`src/rtl/sdram_pkg.sv`:
```
// Shared definitions for the two-port SDRAM arbiter.
// Holds the arbiter state encoding and the default bus widths.
package sdram_pkg;

    localparam int SDRAM_AW = 23;
    localparam int SDRAM_LW = 9;
    localparam int SDRAM_DW = 16;

    typedef enum logic [1:0] {
        IDLE,
        ISSUE,
        XFER,
        DONE
    } arb_state_t;

endpackage

```
`src/rtl/sdram_arb_pick.sv`:
```
// Two-way grant selection for the SDRAM arbiter.
// SDRAM_ARB_RR_EN: round-robin via a last-served flop; else port 0 first.
module sdram_arb_pick (
`ifdef SDRAM_ARB_RR_EN
    input  logic clk,
    input  logic reset,
    input  logic i_take,
`endif
    input  logic i_req0,
    input  logic i_req1,
    output logic o_any,
    output logic o_sel
);

    assign o_any = i_req0 | i_req1;

`ifdef SDRAM_ARB_RR_EN
    // r_last = 1 means port 1 won the previous grant
    logic r_last;

    always_ff @(posedge clk) begin
        if (reset) begin
            r_last <= 1'b1;
        end else if (i_take) begin
            r_last <= o_sel;
        end
    end

    assign o_sel = i_req1 & (~i_req0 | ~r_last);
`else
    assign o_sel = i_req1 & ~i_req0;
`endif

endmodule

```
`src/rtl/sdram_arbiter.sv`:
```
// Shares sdram_top's burst interface between video (port 0) and CPU (port 1).
// Define SDRAM_ARB_RR_EN for round-robin instead of fixed port-0 priority.
module sdram_arbiter
    import sdram_pkg::*;
#(
    parameter int AW = SDRAM_AW,
    parameter int LW = SDRAM_LW,
    parameter int DW = SDRAM_DW
) (
    input  logic          clk,
    input  logic          reset,
    input  logic          p0_req,
    input  logic [AW-1:0] p0_addr,
    input  logic [LW-1:0] p0_len,
    output logic          p0_rvalid,
    output logic [DW-1:0] p0_rdata,
    output logic          p0_done,
    input  logic          p1_req,
    input  logic          p1_we,
    input  logic [AW-1:0] p1_addr,
    input  logic [LW-1:0] p1_len,
    input  logic [DW-1:0] p1_wdata,
    output logic          p1_wstrobe,
    output logic          p1_rvalid,
    output logic [DW-1:0] p1_rdata,
    output logic          p1_done,
    output logic          err,
    input  logic          sdram_init_done,
    output logic          sdram_wr_req,
    output logic          sdram_rd_req,
    input  logic          sdram_wr_ack,
    input  logic          sdram_rd_ack,
    output logic [AW-1:0] sys_wraddr,
    output logic [AW-1:0] sys_rdaddr,
    output logic [LW-1:0] sdwr_byte,
    output logic [LW-1:0] sdrd_byte,
    output logic [DW-1:0] sys_data_in,
    input  logic [DW-1:0] sys_data_out
);

    arb_state_t  r_state;
    arb_state_t  w_next;
    logic        r_gnt;
    logic        r_port;
    logic        r_we;
    logic [AW-1:0] r_addr;
    logic [LW-1:0] r_len;
    logic [LW:0]   r_beats;
    logic        r_err;

    logic        w_any;
    logic        w_sel;
    logic        w_take;
    logic        w_ack;
    logic        w_rd;
    logic        w_wr;
    logic        w_req_we;
    logic [AW-1:0] w_req_addr;
    logic [LW-1:0] w_req_len;

    sdram_arb_pick u_pick (
`ifdef SDRAM_ARB_RR_EN
        .clk    (clk),
        .reset  (reset),
        .i_take (w_take),
`endif
        .i_req0 (p0_req),
        .i_req1 (p1_req),
        .o_any  (w_any),
        .o_sel  (w_sel)
    );

    assign w_take     = (r_state == IDLE) & sdram_init_done & w_any;
    assign w_req_we   = w_sel & p1_we;
    assign w_req_addr = w_sel ? p1_addr : p0_addr;
    assign w_req_len  = w_sel ? p1_len : p0_len;
    // only the ack matching the latched direction counts
    assign w_ack      = r_we ? sdram_wr_ack : sdram_rd_ack;

    always_comb begin
        w_next = r_state;
        unique case (r_state)
            IDLE: begin
                if (w_take) begin
                    w_next = (w_req_len == '0) ? DONE : ISSUE;
                end
            end
            ISSUE: begin
                if (w_ack) w_next = XFER;
            end
            XFER: begin
                if (!w_ack) w_next = DONE;
            end
            DONE:    w_next = IDLE;
            default: w_next = IDLE;
        endcase
    end

    always_ff @(posedge clk) begin
        if (reset) begin
            r_state <= IDLE;
        end else begin
            r_state <= w_next;
        end
    end

    always_ff @(posedge clk) begin
        if (reset) begin
            r_gnt   <= 1'b0;
            r_port  <= 1'b0;
            r_we    <= 1'b0;
            r_addr  <= '0;
            r_len   <= '0;
            r_beats <= '0;
            r_err   <= 1'b0;
        end else begin
            if (w_take) begin
                r_gnt   <= 1'b1;
                r_port  <= w_sel;
                r_we    <= w_req_we;
                r_addr  <= w_req_addr;
                r_len   <= w_req_len;
                r_beats <= '0;
            end
            if (r_state == ISSUE && w_ack) begin
                r_beats <= {{LW{1'b0}}, 1'b1};
            end
            if (r_state == XFER && w_ack && r_beats != '1) begin
                r_beats <= r_beats + 1'b1;
            end
            if (r_state == DONE) begin
                r_gnt <= 1'b0;
                if (r_len != '0 && r_beats != {1'b0, r_len}) begin
                    r_err <= 1'b1;
                end
            end
        end
    end

    assign w_rd = r_gnt & ~r_we;
    assign w_wr = r_gnt & r_we;

    assign sdram_rd_req = (r_state == ISSUE) & ~r_we;
    assign sdram_wr_req = (r_state == ISSUE) & r_we;
    assign sys_rdaddr   = w_rd ? r_addr : '0;
    assign sdrd_byte    = w_rd ? r_len : '0;
    assign sys_wraddr   = w_wr ? r_addr : '0;
    assign sdwr_byte    = w_wr ? r_len : '0;
    assign sys_data_in  = p1_wdata;

    assign p1_wstrobe = sdram_wr_ack & w_wr & r_port;
    assign p0_rvalid  = sdram_rd_ack & w_rd & ~r_port;
    assign p1_rvalid  = sdram_rd_ack & w_rd & r_port;
    assign p0_rdata   = sys_data_out;
    assign p1_rdata   = sys_data_out;
    assign p0_done    = (r_state == DONE) & ~r_port;
    assign p1_done    = (r_state == DONE) & r_port;
    assign err        = r_err;

endmodule

```
`config.mk`:
```
export PLATFORM = sky130hd
export DESIGN_NAME = sdram_arbiter
export DESIGN_NICKNAME = d
export VERILOG_FILES = /design/src/rtl/sdram_pkg.sv /design/src/rtl/sdram_arb_pick.sv /design/src/rtl/sdram_arbiter.sv
export SDC_FILE = /design/constraint.sdc
export NUM_CORES = 1
export LEC_CHECK = 0
export ABC_CLOCK_PERIOD_IN_PS = 1750
export BUFFER_PORTS_ARGS = -buffer_cell sky130_fd_sc_hd__buf_2
export CAP_MARGIN = 20
export CORE_MARGIN = 5
export CORE_UTILIZATION = 43
export DETAILED_ROUTE_END_ITERATION = 16
export PLACE_DENSITY_LB_ADDON = 0.12
export SLEW_MARGIN = 20
export SYNTH_ARGS = -nofsm -noshare
export SYNTH_HDL_FRONTEND = slang
export SYNTH_SLANG_ARGS = --single-unit
```
`constraint.sdc`:
```
create_clock -name clk -period 1.75 [get_ports clk]
set_clock_uncertainty 0.05 [all_clocks]
set_input_delay 0.35 -clock clk [delete_from_list [all_inputs] [get_ports clk]]
set_output_delay 0.35 -clock clk [all_outputs]
set_load 0.01 [all_outputs]
```
==> impl_metrics.json, run 1 <==
{
  "final.min_clock_period_ns": 1.81,
  "grt_max_degree": 66,
  "drtIter0Drc": 116,
  "timing.fmax_mhz": 553,
  "num_rows": 32,
  "cp_max_fo": 7,
  "powerDensity_mw_per_mm2": 884,
  "routed_wl_um": 10000,
  "peakVddDrop_v": 0.000444,
  "avgViaCountPerCell": 5.29,
  "fin_tns_setup_ns": -0.816,
  "cts_hold_buffers": 0,
  "area_growth_pct": 24.9,
  "synth_top_area_cell": "dfxtp_1",
  "antenna_found_initial": 0,
  "port_buffers": 143,
  "synth_area_leaders": "dfxtp_1, buf_4, mux2i_1",
  "worst_slack_ns": -0.0571,
  "diodes": 0,
  "tritoncts.num_buffers": 5,
  "die-area_mm2": 0.00986,
  "cp_data_arrival_time_ns": 1.98,
  "slew-limit-headroom": 0.669,
  "finalHoldViolations": 0,
  "overflow": 0,
  "max_stage_delay_ns": 0.36,
  "worst_path_max_delay_cell": "dfxtp_4",
  "crit_buf_inv": 2,
  "via_count": 3214,
  "wl_per_cell_um": 16.6,
  "synth_top_cell_area_share": 0.280,
  "core-area_mm2": 0.00773,
  "synthTopCellsByCount": "buf_4, dfxtp_1, nor2_1",
  "cts-root-buf": "clkbuf_8",
  "worst_setup_path_start_kind": "flop",
  "synth-seq-cells": 48,
  "postRouteAntennaNets": 0,
  "synth_edf_count": 0,
  "power_uw": 3780,
  "synth-seq-area-share": 0.280,
  "syn_area_mm2": 0.00343,
  "fin_nets": 613,
  "drv_slew": 0,
  "worst-setup-path-type": "flop to flop",
  "syn_inst": 402,
  "maxCapViolCount": 0,
  "fin_crit_sh": 1.03,
  "status": "finished with violations",
  "yosys_warnings": 0,
  "grt_setup_unrepaired": "yes",
  "syn-mean-instance-area_um2": 8.52,
  "cp-end-kind": "flop",
  "crit_chain": "buf_4 -> buf_4 -> mux2_4 -> or2_4 -> and3_4 -> a311oi_2",
  "synth_ff_type": "dfxtp_1",
  "path_clk_slew_ns": 0.09,
  "grt_pass1_vias": 3091,
  "p_leak_uw": 0.00225,
  "cts_tree": "yes",
  "drive_gt1_frac": 0.426,
  "insertion_delay_ns": 0.30,
  "ys_types": 53,
  "syn_nets": 511,
  "setup-violations-final": 35,
  "post-route-util": 0.554,
  "violations": "setup timing",
  "tightest_slew_ns": 0.497,
  "grt_usage": 0.192,
  "die_w_um": 99.3,
  "start_util": 0.443,
  "firstDrtPassIters": 4,
  "holdCritPathClass": "input port to flop",
  "post-synth-top-count-cell": "buf_4",
  "async_flop_share": 0,
  "cts.htree.levels": 2,
  "clock-sinks": 48,
  "die_y_um": 99.3,
  "cp.required_ns": 1.92,
  "grt_pass1_wl_um": 15400,
  "n_fill_cell": 710,
  "drc": 0,
  "cpLargestDelayFamily": "simple AND/OR/NAND/NOR gates",
  "io_pins": 224,
  "cts_buffer_depth": 2,
  "crit_top_cell": "buf_4",
  "gp_congestion": 0.873,
  "hpwl_um": 7440
}
==> cells in the final DEF (no fill, tap or decap), types with 6 or more instances in the layout <==
master	instances
a211oi_1	30
a21oi_1	6
and2_1	28
and2_4	7
and3_1	32
buf_2	136
buf_4	23
buf_6	13
dfxtp_1	46
mux2i_1	32
nand4_1	6
nor2_1	39
xnor2_1	9
==> where the power goes <==
| part | internal, µW | switching [µW] | total [µW] |
|---|---|---|---|
| Sequential | 1300 | 198 | 1500 |
| Clock | 425 | 380 | 805 |
| Combinational | 701 | 780 | 1480 |
| Total | 2430 | 1360 | 3780 |
==> per-stage QoR <==
step / hold WS [ns] / worst slack (ns) / cell area [µm²] / cells
CTS: 0.228 / -0.0588 / 4160 / 605
floorplan: 0.407 / 0.147 / 3430 / 402
global placement: 0.425 / 0.0653 / 3890 / 589
finish: 0.243 / -0.0571 / 4280 / 607
global route: 0.235 / -0.105 / 4280 / 607
detailed placement: 0.416 / 0.0294 / 3890 / 589
==> cells by family after synthesis <==
| group | Yosys count | share of synthesized area |
|---|---|---|
| fa+ha+maj | 5 | 0.0183 |
| simple gates | 153 | 0.256 |
| xor+xnor | 10 | 0.0256 |
| compound gates | 67 | 0.149 |
| buf+inv | 86 | 0.173 |
| flops | 48 | 0.280 |
| mux | 33 | 0.0978 |
==> final timing paths <==
path,from,to,slack (ns),cells after the start
min reg2reg,err,err,0.43,1
min,p0_req,r_port,0.24,2
max,r_we,r_state[1],-0.06,6
max reg2reg,r_we,r_state[1],-0.06,6
==> per-layer routing <==
metal / global-route usage / share of wire
met1: 0.247 / 0.44
met2: 0.327 / 0.49
met3: 0.0330 / 0.054
met4: 0.0599 / 0.016
met5: 0 / 0
==> state kept, by name, summed over array words and instances, names as in the netlist <==
name	flops
err	1
r_addr	23
r_beats	10
r_gnt	1
r_len	9
r_port	1
r_state	2
r_we	1
==> final cells by class <==
| class | count | area (µm²) | share of cell area |
|---|---|---|---|
| well taps | 102 | 128 | 0.0298 |
| repair buffers | 175 | 1070 | 0.249 |
| clock buffers | 6 | 72.6 | 0.0170 |
| inverters | 5 | 18.8 | 0.00438 |
| multi-input cells | 269 | 1990 | 0.466 |
| clock inverters | 2 | 35.0 | 0.00818 |
| flip-flops and latches | 48 | 966 | 0.226 |
==> worst register-to-register path, delay by kind of cell (launching register included) <==
kind,cells,cell delay (ns)
compound gates,1,0.21
buf+inv,2,0.29
flops,1,0.36
mux,1,0.35
simple gates,2,0.45
==> timing repair <==
action / in CTS / in global routing
resized for setup: 23 / 25
endpoints found under the setup margin: 46 / 69
pin swaps: 5 / 7
setup buffers: 5 / 2
hold endpoints to repair: 0 / 0
gates cloned: 3 / 1
No activity file was read; power rests on OpenSTA's default activity.
==> inputs of run 2 (changes only) <==
Settings changed: PLACE_DENSITY from default to 0.92, PLACE_DENSITY_LB_ADDON 0.12 to default.
==> impl_metrics.json, run 2 (synthesized netlist as in run 1, its figures left out) <==
{
  "num_rows": 32,
  "power.switching_uw": 1340,
  "cts_buffer_depth": 2,
  "io_pins": 224,
  "p_clk_frac": 0.183,
  "p_sw_frac": 0.379,
  "largest_reg_flops": 23,
  "fin_cells": 594,
  "grt_usage": 0.193,
  "path_clk_slew_ns": 0.09,
  "cts-root-buf": "clkbuf_8",
  "grt_pass1_vias": 3185,
  "p_leak_uw": 0.00213,
  "hpwl_um": 7890,
  "top_register": "r_addr",
  "fin_crit_sh": 0.974,
  "grt_pass1_wl_um": 15600,
  "use_met2": 0.340,
  "worst-setup-path-type": "flop to primary output",
  "fin_nets": 601,
  "tightest_slew_ns": 0.472,
  "start_util": 0.443,
  "met3_usage": 0.0463,
  "cp.required_ns": 1.35,
  "comb_power_share": 0.394,
  "drv_slew": 0,
  "power_frac_seq": 0.423,
  "gp_congestion": 0.958,
  "worst_path_max_delay_cell": "dfxtp_1",
  "die_w_um": 99.3,
  "dpl_cell_area_mm2": 0.00385,
  "tritoncts.num_buffers": 5,
  "maxCapViolCount": 0,
  "post-route-cell-area_mm2": 0.00403,
  "die_y_um": 99.3,
  "max_stage_delay_ns": 0.36,
  "drtIter0Drc": 183,
  "cts_tree": "yes",
  "firstDrtPassIters": 5,
  "cp_max_fo": 4,
  "wl_per_cell_um": 17.3,
  "slew-limit-headroom": 0.685,
  "fin_tns_setup_ns": 0,
  "antenna_found_initial": 0,
  "port_buffers": 143,
  "core-area_mm2": 0.00773,
  "internal-power_uw": 2200,
  "largestRegisters": "r_addr (23), r_beats (10), r_len (9)",
  "cp-end-kind": "primary output",
  "cts.htree.levels": 2,
  "cts_hold_buffers": 0,
  "grt_max_degree": 43,
  "busiest_layer": "met2",
  "timing.fmax_mhz": 586,
  "holdWs_ns": 0.240,
  "post-route-util": 0.521,
  "cpLargestDelayFamily": "flip-flops",
  "holdCritPathClass": "input port to flop",
  "worst_setup_path_start_kind": "flop",
  "cp_data_arrival_time_ns": 1.31,
  "die-area_mm2": 0.00986,
  "routed_wl_um": 10300,
  "powerDensity_mw_per_mm2": 879,
  "drive_gt1_frac": 0.396,
  "crit_chain": "buf_4 -> ha_2 -> nor2b_1 -> buf_2",
  "layout_common_cells": "buf_2, dfxtp_1, nor2_1",
  "avgViaCountPerCell": 5.50,
  "overflow": 0,
  "finalHoldViolations": 0,
  "drc": 0,
  "insertion_delay_ns": 0.30,
  "setup-violations-final": 0,
  "via_count": 3265,
  "grt_setup_unrepaired": "yes",
  "status": "finished clean",
  "area_growth_pct": 17.5,
  "final.min_clock_period_ns": 1.71,
  "postRouteAntennaNets": 0,
  "final_common_cell": "buf_2",
  "peakVddDrop_v": 0.000479,
  "clock-sinks": 48,
  "dp.cells": 586,
  "crit_buf_inv": 2,
  "diodes": 0,
  "use_met1": 0.228
}
-- run 2: through the flow --
stage | total power (µW) | worst slack (ns)
floorplan | 2430 | 0.147
global placement | 2740 | 0.0920
detailed placement | 2800 | 0.0291
CTS | 3450 | -0.00468
global route | 3770 | -0.0339
finish | 3540 | 0.0449
-- run 2: worst register-to-register path: cells and delay by family, from the launching register on --
kind                     cells  cell delay (ns)
AND/OR/NAND/NOR              1             0.16
AO/OA/AOI/OAI                2             0.65
buffers and inverters        1             0.13
adder cells (fa/ha/maj)      1             0.27
flip-flops                   1             0.33
-- run 2: path summary, 6_finish.rpt --
check                                 from          to  cells past startpoint  slack (ns)
worst max register to register  r_state[0]  r_beats[2]                      5        0.06
worst min-delay path                p0_req      r_port                      2        0.24
worst max-delay path            r_state[0]     p0_done                      4        0.04
worst min register to register         err         err                      1        0.42
-- run 2: cell type report --
type | instances | area, µm²
Clock inverter | 2 | 12.5
Inverter | 5 | 18.8
Timing Repair Buffer | 164 | 892
Sequential cell | 48 | 966
Tap cell | 102 | 128
Fill cell | 743 | 3700
Multi-Input combinational cell | 268 | 1940
Clock buffer | 5 | 68.8
-- run 2: power by group through the flow --
stage | Combinational (µW) | Clock (µW) | Sequential (µW)
3_3_place_gp | 1230 | 0 | 1510
4_1_cts | 1300 | 658 | 1490
5_1_grt | 1530 | 704 | 1530
6_report | 1400 | 648 | 1500
2_1_floorplan | 978 | 0 | 1450
3_5_place_dp | 1290 | 0 | 1520
-- run 2: metal layers --
| layer | wire length [µm] | part of all wire |
|---|---|---|
| met3 | 742 | 0.072 |
| met2 | 5320 | 0.52 |
| met5 | 0 | 0 |
| met4 | 168 | 0.016 |
| met1 | 4020 | 0.39 |
-- run 2: repair_timing --
item | in CTS | in global routing
buffers inserted | 0 | 0
pin swaps | 0 | 1
gates resized for setup | 1 | 21
cloned | 0 | 1
setup endpoints to repair | 1 | 82
==> inputs of run 3 (changes only) <==
Settings changed: ABC_CLOCK_PERIOD_IN_PS 1750 to 1500, CORE_UTILIZATION 43 to 39, PLACE_DENSITY 0.92 to 0.88.
Clock period 1.75 ns to 1.5 ns, I/O delays scaled along.
==> impl_metrics.json, run 3 (synthesized netlist as in run 1, its figures left out) <==
{
  "status": "finished with violations",
  "violations": "setup timing",
  "cp_data_arrival_time_ns": 1.44,
  "hpwl_um": 8460,
  "worst_setup_path_start_kind": "flop",
  "grt_max_degree": 43,
  "grt_setup_unrepaired": "yes",
  "timing.fmax_mhz": 560,
  "via_count": 3741,
  "cts-root-buf": "clkbuf_8",
  "io_pins": 224,
  "tightest_slew_ns": 0.686,
  "cts.htree.levels": 2,
  "fin_nets": 656,
  "seqCellArea_um2": 977,
  "largest_reg_flops": 23,
  "core-area_mm2": 0.00864,
  "holdPathStages": 2,
  "multiInputGateArea_mm2": 0.00236,
  "largestRegisters": "r_addr (23), r_beats (10), r_len (9)",
  "slew-limit-headroom": 0.543,
  "die_w_um": 104,
  "insertion_delay_ns": 0.31,
  "worstReg2RegEnd": "r_state[1]",
  "worst_slack_ns": -0.286,
  "grt_usage": 0.227,
  "cp-end-kind": "primary output",
  "clock-sinks": 48,
  "postRouteAntennaNets": 0,
  "fin_crit_sh": 1.19,
  "holdWs_ns": 0.239,
  "crit_chain": "buf_8 -> nor2b_4 -> buf_6 -> buf_6 -> and2_1 -> buf_2",
  "max_stage_delay_ns": 0.36,
  "antenna_found_initial": 1,
  "die-area_mm2": 0.0108,
  "final_common_cell": "buf_2",
  "grt_pass1_wl_um": 20200,
  "start_util": 0.397,
  "ff2ff_setup_slack_ns": -0.18,
  "firstDrtPassIters": 4,
  "setup-violations-final": 101,
  "gp_congestion": 0.930,
  "post-route-cell-area_mm2": 0.00539,
  "grt_pass1_vias": 3797,
  "r2r_start": "r_we",
  "path_clk_slew_ns": 0.08,
  "layout_common_cells": "buf_2, buf_6, buf_4",
  "top_register": "r_addr",
  "maxCapViolCount": 0,
  "cts_buffer_depth": 2,
  "finalHoldViolations": 0,
  "worstRegToRegCells": 5,
  "final.min_clock_period_ns": 1.79,
  "worst-setup-path-type": "flop to primary output",
  "die_y_um": 104,
  "drv_slew": 0,
  "dpl_cell_area_mm2": 0.00407,
  "overflow": 0,
  "hold_end": "r_port",
  "powerDensity_mw_per_mm2": 1090,
  "num_rows": 34,
  "avgViaCountPerCell": 5.69,
  "drive_gt1_frac": 0.611,
  "tritoncts.num_buffers": 5,
  "n_fill_cell": 677,
  "p_leak_uw": 0.00264,
  "cp_max_fo": 5,
  "drtIter0Drc": 222,
  "holdCritPathClass": "input port to flop",
  "area_growth_pct": 57.1,
  "drc": 0,
  "cp.required_ns": 1.15,
  "cts_tree": "yes",
  "port_buffers": 143,
  "wl_per_cell_um": 21.0,
  "peakVddDrop_v": 0.000476,
  "worst_path_max_delay_cell": "dfxtp_4",
  "routed_wl_um": 13800,
  "min-delay-start": "sdram_init_done",
  "crit_top_cell": "buf_6"
}
## run 3: cell count changes in the layout (fill, tap and decap cells not counted), sizes merged
cell / change
diode: +1
buf: +56
bufinv: +1
clkinvlp: -1
## run 3: layout make-up
class	count	share of cell area
clock buffers	6	0.0153
well taps	108	0.0251
diodes	1	0.000465
clock inverters	2	0.00720
flip-flops and latches	48	0.181
inverters	5	0.00488
multi-input cells	268	0.438
repair buffers	219	0.327
## run 3: power breakdown
group | internal, µW | total (µW) | switching [µW]
sequential | 1530 | 1810 | 287
combinational | 1610 | 3040 | 1430
clock | 546 | 1020 | 470
## run 3: critical path, delay by kind of cell, from the launching register on
family        cells  cell delay [ns]
buf+inv           4             0.51
flops             1             0.36
simple gates      2             0.26
## run 3: metrics by stage
stage	utilization	power [µW]	TNS (ns)	std cells	worst slack (ns)
6_report	0.624	5870	-16.07	657	-0.286
5_1_grt	0.624	6130	-20.37	657	-0.328
4_1_cts	0.581	5340	-14.19	651	-0.254
3_5_place_dp	0.471	3400	-3.43	611	-0.218
3_3_place_gp	0.471	3330	-0.905	611	-0.182
2_1_floorplan	-	2900	0	402	0.0111
## run 3: how the worst max path moves through the flow
| stage | startpoint | end | slack (ns) | cells after the start |
|---|---|---|---|---|
| 3_5_place_dp | p1_len[0] | r_state[1] | -0.22 | 5 |
| 2_1_floorplan | r_beats[0] | r_beats[5] | 0.01 | 5 |
| 5_1_grt | r_we | sys_rdaddr[12] | -0.33 | 6 |
| 6_report | r_we | sys_rdaddr[12] | -0.29 | 6 |
| 4_1_cts | r_we | p1_rvalid | -0.25 | 5 |
| 3_3_place_gp | p1_len[4] | r_state[1] | -0.18 | 5 |
## run 3: timing repair
| action | in CTS | in global routing |
|---|---|---|
| endpoints found under the setup margin | 116 | 118 |
| gates resized for setup | 114 | 73 |
| hold buffers | 0 | 0 |
| setup buffers | 20 | 3 |
| pin swaps | 33 | 19 |
| gates cloned | 12 | 2 |
| hold endpoints to repair | 0 | 0 |
## run 3: per-layer routing
layer  wire length (µm)  vias to the layer above  track usage
met4                590                        0        0.117
li1                   -                     1681            -
met3                942                       63       0.0485
met5                  0                        -            0
met1               5330                     1791        0.269
met2               6910                      206        0.384
